==> config.mk <==
export PLATFORM = sky130hd
export DESIGN_NAME = reg_access_ctrl_flat
export DESIGN_NICKNAME = d
export VERILOG_FILES = /design/src/rtl/reg_access_ctrl_if.sv /design/src/rtl/reg_access_ctrl.sv /design/src/flat_wrapper.sv
export SDC_FILE = /design/constraint.sdc
export NUM_CORES = 1
export LEC_CHECK = 0
export CORE_ASPECT_RATIO = 0.8
export CORE_MARGIN = 4
export CORE_UTILIZATION = 35
export CTS_CLUSTER_DIAMETER = 100
export DETAILED_ROUTE_END_ITERATION = 6
export PLACE_DENSITY = 0.62
export SLEW_MARGIN = 20
export SYNTH_ARGS = -nofsm -noshare
export SYNTH_HDL_FRONTEND = slang
export SYNTH_SLANG_ARGS = --single-unit
export TNS_END_PERCENT = 1
==> constraint.sdc <==
create_clock -name clk -period 7.05 [get_ports clk]
set_input_delay 0.705 -clock clk [delete_from_list [all_inputs] [get_ports clk]]
set_output_delay 0.705 -clock clk [all_outputs]
set_load 0.01 [all_outputs]
==> src/rtl/reg_access_ctrl_if.sv <==
// reg_access_ctrl_if
//   Bundles the write-request, read-request, read-response and
//   register-memory signals of reg_access_ctrl.
//   slave  : the controller side (reg_access_ctrl)
//   master : the requester / environment side
//   Write request : wr_valid, wr_ready, wr_addr[3:0], wr_data[31:0]
//   Read request  : rd_valid, rd_ready, rd_addr_a[3:0], rd_addr_b[3:0]
//   Read response : rsp_valid, rsp_ready, rsp_data_a[31:0], rsp_data_b[31:0]
//   Memory port   : Ra, Rb, Rd[3:0], DataInput[31:0], DataInputON,
//                   Data1, Data2[31:0]
interface reg_access_ctrl_if;
    logic        wr_valid;
    logic        wr_ready;
    logic [3:0]  wr_addr;
    logic [31:0] wr_data;

    logic        rd_valid;
    logic        rd_ready;
    logic [3:0]  rd_addr_a;
    logic [3:0]  rd_addr_b;

    logic        rsp_valid;
    logic        rsp_ready;
    logic [31:0] rsp_data_a;
    logic [31:0] rsp_data_b;

    logic [3:0]  Ra;
    logic [3:0]  Rb;
    logic [3:0]  Rd;
    logic [31:0] DataInput;
    logic        DataInputON;
    logic [31:0] Data1;
    logic [31:0] Data2;

    modport slave (
        input  wr_valid, wr_addr, wr_data,
        input  rd_valid, rd_addr_a, rd_addr_b,
        input  rsp_ready, Data1, Data2,
        output wr_ready, rd_ready, rsp_valid, rsp_data_a, rsp_data_b,
        output Ra, Rb, Rd, DataInput, DataInputON
    );

    modport master (
        output wr_valid, wr_addr, wr_data,
        output rd_valid, rd_addr_a, rd_addr_b,
        output rsp_ready, Data1, Data2,
        input  wr_ready, rd_ready, rsp_valid, rsp_data_a, rsp_data_b,
        input  Ra, Rb, Rd, DataInput, DataInputON
    );
endinterface

==> src/rtl/reg_access_ctrl.sv <==
// reg_access_ctrl
//   Register-file access controller. Writes are queued in a 4-entry FIFO
//   and drained into the register memory one per cycle. Reads are passed
//   straight to the memory read ports and the result is registered into a
//   response holding stage. A read whose source register still has a
//   queued write is stalled until that write has drained.
//   Ports:
//     clk  - system clock
//     rst  - asynchronous active-high reset
//     bus  - reg_access_ctrl_if.slave (request, response and memory port)
module reg_access_ctrl (
    input  logic              clk,
    input  logic              rst,
    reg_access_ctrl_if.slave  bus
);

    logic [3:0]  fifoAddr [4];
    logic [31:0] fifoData [4];
    logic [1:0]  wrPtr;
    logic [1:0]  rdPtr;
    logic [2:0]  count;

    logic        rspValid;
    logic [31:0] rspDataA;
    logic [31:0] rspDataB;

    logic        pushEn;
    logic        popEn;
    logic        hazard;
    logic        wrReady;
    logic        rdReady;
    logic        rdAccept;

    always_comb begin
        wrReady  = (count < 3'd4);
        popEn    = (count != 3'd0);
        pushEn   = bus.wr_valid && wrReady;
        rdReady  = !hazard && (!rspValid || bus.rsp_ready);
        rdAccept = bus.rd_valid && rdReady;
    end

    // An entry is live when its distance from the head is below count;
    // with count == 4 every slot is live.
    always_comb begin
        logic [1:0] offset;
        hazard = 1'b0;
        offset = '0;
        for (int unsigned i = 0; i < 4; i++) begin
            offset = 2'(i) - rdPtr;
            if (({1'b0, offset} < count) &&
                ((fifoAddr[i] == bus.rd_addr_a) || (fifoAddr[i] == bus.rd_addr_b)))
                hazard = 1'b1;
        end
    end

    assign bus.wr_ready    = wrReady;
    assign bus.rd_ready    = rdReady;
    assign bus.rsp_valid   = rspValid;
    assign bus.rsp_data_a  = rspDataA;
    assign bus.rsp_data_b  = rspDataB;
    assign bus.Ra          = bus.rd_addr_a;
    assign bus.Rb          = bus.rd_addr_b;
    assign bus.Rd          = fifoAddr[rdPtr];
    assign bus.DataInput   = fifoData[rdPtr];
    assign bus.DataInputON = popEn;

    always_ff @(posedge clk or posedge rst) begin
        if (rst) begin
            for (int unsigned i = 0; i < 4; i++) begin
                fifoAddr[i] <= '0;
                fifoData[i] <= '0;
            end
            wrPtr    <= '0;
            rdPtr    <= '0;
            count    <= '0;
            rspValid <= 1'b0;
            rspDataA <= '0;
            rspDataB <= '0;
        end else begin
            if (pushEn) begin
                fifoAddr[wrPtr] <= bus.wr_addr;
                fifoData[wrPtr] <= bus.wr_data;
                wrPtr           <= wrPtr + 2'd1;
            end
            if (popEn)
                rdPtr <= rdPtr + 2'd1;

            case ({pushEn, popEn})
                2'b10:   count <= count + 3'd1;
                2'b01:   count <= count - 3'd1;
                default: count <= count;
            endcase

            if (rdAccept) begin
                rspValid <= 1'b1;
                rspDataA <= bus.Data1;
                rspDataB <= bus.Data2;
            end else if (bus.rsp_ready) begin
                rspValid <= 1'b0;
            end
        end
    end

endmodule

==> src/flat_wrapper.sv <==
// flat-port wrapper written by rule: the top's interface ports become plain ports
module reg_access_ctrl_flat 
  (clk, rst, bus_wr_valid, bus_wr_addr, bus_wr_data, bus_rd_valid, bus_rd_addr_a, bus_rd_addr_b, bus_rsp_ready, bus_Data1, bus_Data2, bus_wr_ready, bus_rd_ready, bus_rsp_valid, bus_rsp_data_a, bus_rsp_data_b, bus_Ra, bus_Rb, bus_Rd, bus_DataInput, bus_DataInputON);
  reg_access_ctrl_if bus_i ();
  input  logic clk;
  input  logic rst;
  input wire logic [$bits(bus_i.wr_valid)-1:0] bus_wr_valid;
  input wire logic [$bits(bus_i.wr_addr)-1:0] bus_wr_addr;
  input wire logic [$bits(bus_i.wr_data)-1:0] bus_wr_data;
  input wire logic [$bits(bus_i.rd_valid)-1:0] bus_rd_valid;
  input wire logic [$bits(bus_i.rd_addr_a)-1:0] bus_rd_addr_a;
  input wire logic [$bits(bus_i.rd_addr_b)-1:0] bus_rd_addr_b;
  input wire logic [$bits(bus_i.rsp_ready)-1:0] bus_rsp_ready;
  input wire logic [$bits(bus_i.Data1)-1:0] bus_Data1;
  input wire logic [$bits(bus_i.Data2)-1:0] bus_Data2;
  output wire logic [$bits(bus_i.wr_ready)-1:0] bus_wr_ready;
  output wire logic [$bits(bus_i.rd_ready)-1:0] bus_rd_ready;
  output wire logic [$bits(bus_i.rsp_valid)-1:0] bus_rsp_valid;
  output wire logic [$bits(bus_i.rsp_data_a)-1:0] bus_rsp_data_a;
  output wire logic [$bits(bus_i.rsp_data_b)-1:0] bus_rsp_data_b;
  output wire logic [$bits(bus_i.Ra)-1:0] bus_Ra;
  output wire logic [$bits(bus_i.Rb)-1:0] bus_Rb;
  output wire logic [$bits(bus_i.Rd)-1:0] bus_Rd;
  output wire logic [$bits(bus_i.DataInput)-1:0] bus_DataInput;
  output wire logic [$bits(bus_i.DataInputON)-1:0] bus_DataInputON;
  assign bus_i.wr_valid = bus_wr_valid;
  assign bus_i.wr_addr = bus_wr_addr;
  assign bus_i.wr_data = bus_wr_data;
  assign bus_i.rd_valid = bus_rd_valid;
  assign bus_i.rd_addr_a = bus_rd_addr_a;
  assign bus_i.rd_addr_b = bus_rd_addr_b;
  assign bus_i.rsp_ready = bus_rsp_ready;
  assign bus_i.Data1 = bus_Data1;
  assign bus_i.Data2 = bus_Data2;
  assign bus_wr_ready = bus_i.wr_ready;
  assign bus_rd_ready = bus_i.rd_ready;
  assign bus_rsp_valid = bus_i.rsp_valid;
  assign bus_rsp_data_a = bus_i.rsp_data_a;
  assign bus_rsp_data_b = bus_i.rsp_data_b;
  assign bus_Ra = bus_i.Ra;
  assign bus_Rb = bus_i.Rb;
  assign bus_Rd = bus_i.Rd;
  assign bus_DataInput = bus_i.DataInput;
  assign bus_DataInputON = bus_i.DataInputON;
  reg_access_ctrl u_core (.clk(clk), .rst(rst), .bus(bus_i));
endmodule
==> results.tsv <==
metric	value	unit
die area	29800	um2
Avg Inst Size Synth	16.0	um2
Seq. cell area	5410	um2
Pwr Density	509	nW/um2
number of synthesized flops with an enable pin	0	
worst-margin pin slew	1120	ps
CTS root buf	clkbuf_16	
Critical Path Sink Type	output pin	
Vias	5854	
Nets	932	
status	finished, final reports clean	
Hold Crit Depth	1	
antenna violations before repair	2	
xor/xnor share of the synthesized area	3.60	%
Num CTS Buffers	23	
via/cell ratio	4.95	
Reg2Reg Depth	10	
worst hold-check path type	reg2reg	
CTS tree	done	
syn_nets	715	
sequential fraction of the synthesis area	57.0	%
DP Worst Slack	3410	ps
DRC errors left	0	
num rows	53	
ys async rst share	100	%
R2R Path Start	u_core.rdPtr[1]	
Yosys Warn Count	0	
setup bufs post-CTS	0	
H-Tree Depth	1	
Worst Clk Skew	7.50	ps
share of the clock period used by the worst path	54.9	%
# setup viols final	0	
top_reg_cell synth	dfrtp_1	
CTS-repair resized insts	0	
Post-Synth Simple-Gate Area	1.44	%
Slew HR	25.3	%
slack of the critical path	3180	ps
filler instances	2228	
die width	192	um
Initial Utilization	35.8	%
critical path class	reg2out	
crit path from	u_core.rdPtr[1]	
Critical Path AT	3160	ps
Die Span Y	155	um
vias in the first global route	6533	
Core Box Area	26500	um2
WL final	25200	um
Hold WS	485	ps
initial drt markers	212	
compound-gate portion of the synthesized area	0.620	%
final core occ	48.5	%
area of the multi-input gates	3850	um2
clk_lat worst skew	500	ps
Post-Synth Adder-Cell Area	1.40	%
setup TNS	0	ps
Remaining Overflow, GRT	0	
Cell Area, Synth	9480	um2
unique cell type count in the Yosys netlist	26	
cell count after synthesis	592	
CP Launch Type	flip-flop	
maximum clock frequency	258	MHz
PortBufs	224	
fin crit period	3870	ps
hold_sp	u_core.bus.rsp_data_b[29]	
share of layout cells above drive strength 1	30.1	%
Max-cap violations	0	
Reg clk slew, reported paths	60	ps
P_leak	5.38	nW
VDD IR-drop max	0.234	mV
Detail Route Antenna Nets	0	
drt pass-1 iters	4	
HPWL after DPL	17400	um
RSZ-0062 raised after global routing	no	
combinational family with the most area after synthesis	multiplexers	
Synth Register Bits	216	
Max Fanout on Critical Path	40	
GRT Total Usage	16.5	%
Top Ports	225	
first-pass GRT wire length	38600	um
Final Hold Fails	0	
mux cell area share after synthesis	33.3	%
largest net degree at the start of global routing	130	
Slew Viols, Final	0	
Final GP Congestion	0.843	
clock tree sinks	216	
Layout area overhead	35.4	%
Max Root-Sink Buffers	3	
Worst EP required	6340	ps
CTS Hold Bufs	0	
wire length per cell	21.3	um
-- placed cells by master, fill, tap and decap left out --
cell type / Yosys / routed
clkbuf_8: 0 / 8
nor4_1: 8 / 8
clkinv_2: 0 / 5
inv_8: 0 / 1
buf_6: 5 / 1
or2_2: 1 / 1
dfrtp_2: 0 / 2
nand3_1: 1 / 1
o21ai_0: 4 / 4
buf_4: 9 / 4
nand4_1: 1 / 1
mux4_2: 36 / 36
mux2_1: 49 / 49
ha_1: 9 / 9
nor2b_1: 2 / 2
clkbuf_16: 0 / 23
dfrtp_1: 216 / 214
nand2_1: 8 / 4
mux2_2: 159 / 159
bufinv_16: 0 / 3
nand2_2: 0 / 2
nor2_1: 2 / 2
diode_2: 0 / 1
clkdlybuf4s50_1: 0 / 224
xnor2_1: 5 / 5
nand2b_1: 1 / 1
clkbuf_1: 17 / 1
fa_1: 1 / 1
o22ai_1: 3 / 3
nand2_4: 0 / 2
nor3b_4: 0 / 1
inv_1: 10 / 9
a21oi_1: 4 / 4
xor2_1: 34 / 34
-- report_power, final --
group | total [mW] | internal (mW) | switching (mW)
combinational | 3.00 | 1.78 | 1.22
clock | 1.26 | 0.787 | 0.476
sequential | 2.27 | 1.88 | 0.383
total | 6.53 | 4.45 | 2.08
-- metal layers --
metal / track usage, % / share of wire [%] / vias up
met4: 3.97 / 2.2 / 2
met5: 0 / 0.052 / -
met3: 4.87 / 8.3 / 46
met2: 27.9 / 48 / 205
li1: - / - / 2573
met1: 21.2 / 42 / 3028
-- worst max-delay path, cell delays in order (launching register included) --
cell and delay, ps:
dfrtp_2 340, buf_4 550, xnor2_1 240, inv_1 70
ha_1 280, a21oi_1 90, o22ai_1 160, nand4_1 180
nor2_1 150, clkdlybuf4s50_1 570
-- Yosys cell counts (2+ instances only) --
| master | n | area [um2] |
|---|---|---|
| mux2_2 | 159 | 1790 |
| buf_6 | 5 | 56.3 |
| nand2_1 | 8 | 30.0 |
| xnor2_1 | 5 | 43.8 |
| nor4_1 | 8 | 50.1 |
| o22ai_1 | 3 | 18.8 |
| xor2_1 | 34 | 298 |
| buf_1 | 2 | 7.51 |
| buf_4 | 9 | 67.6 |
| ha_1 | 9 | 113 |
| mux2_1 | 49 | 552 |
| o21ai_0 | 4 | 20.0 |
| nor2b_1 | 2 | 12.5 |
| mux4_2 | 36 | 811 |
| a21oi_1 | 4 | 20.0 |
| nor2_1 | 2 | 7.51 |
| buf_2 | 4 | 20.0 |
| clkbuf_1 | 17 | 63.8 |
| inv_1 | 10 | 37.5 |
| dfrtp_1 | 216 | 5410 |
-- layout make-up --
cell class | count | area share, %
multi-input cells | 329 | 30.0
inverters | 10 | 0.351
clock inverters | 8 | 0.897
well taps | 357 | 3.48
clock buffers | 32 | 5.37
repair buffers | 229 | 17.8
flip-flops and latches | 216 | 42.1
diodes | 1 | 0.0195
-- sequential cells by signal (all words and copies together), names as in the netlist --
signal                 flops
u_core.bus.rsp_data_a     32
u_core.bus.rsp_data_b     32
u_core.bus.rsp_valid       1
u_core.count               3
u_core.fifoAddr           16
u_core.fifoData          128
u_core.rdPtr               2
u_core.wrPtr               2
-- path summary, 6_finish.rpt --
path / end / slack, ps
worst max-delay path: bus_rd_ready / 3180
worst min-delay path: u_core.bus.rsp_data_b[29] / 490
worst max register to register: u_core.bus.rsp_data_a[30] / 3510
worst min register to register: u_core.bus.rsp_data_b[29] / 490
max in group asynchronous: u_core.fifoData[122] / 4920
min in group asynchronous: u_core.bus.rsp_data_a[14] / 760
-- kinds of logic after synthesis --
kind of cell / Yosys count
DFF: 216
xor gates and xnor gates: 39
muxes: 244
buffers and inverters: 47
and+or+nand+nor: 25
AOI/OAI and AO/OA: 11
adders and majority gates: 10
-- stage by stage --
stage	power (mW)	area, um2	instances
after floorplan	3.94	9480	592
after global placement	5.19	12000	1141
after detailed placement	5.34	12000	1141
after CTS	6.64	12800	1181
after global routing	6.93	12800	1182
final	6.53	12800	1182
Note: power is estimated with default switching activity, not from simulation.
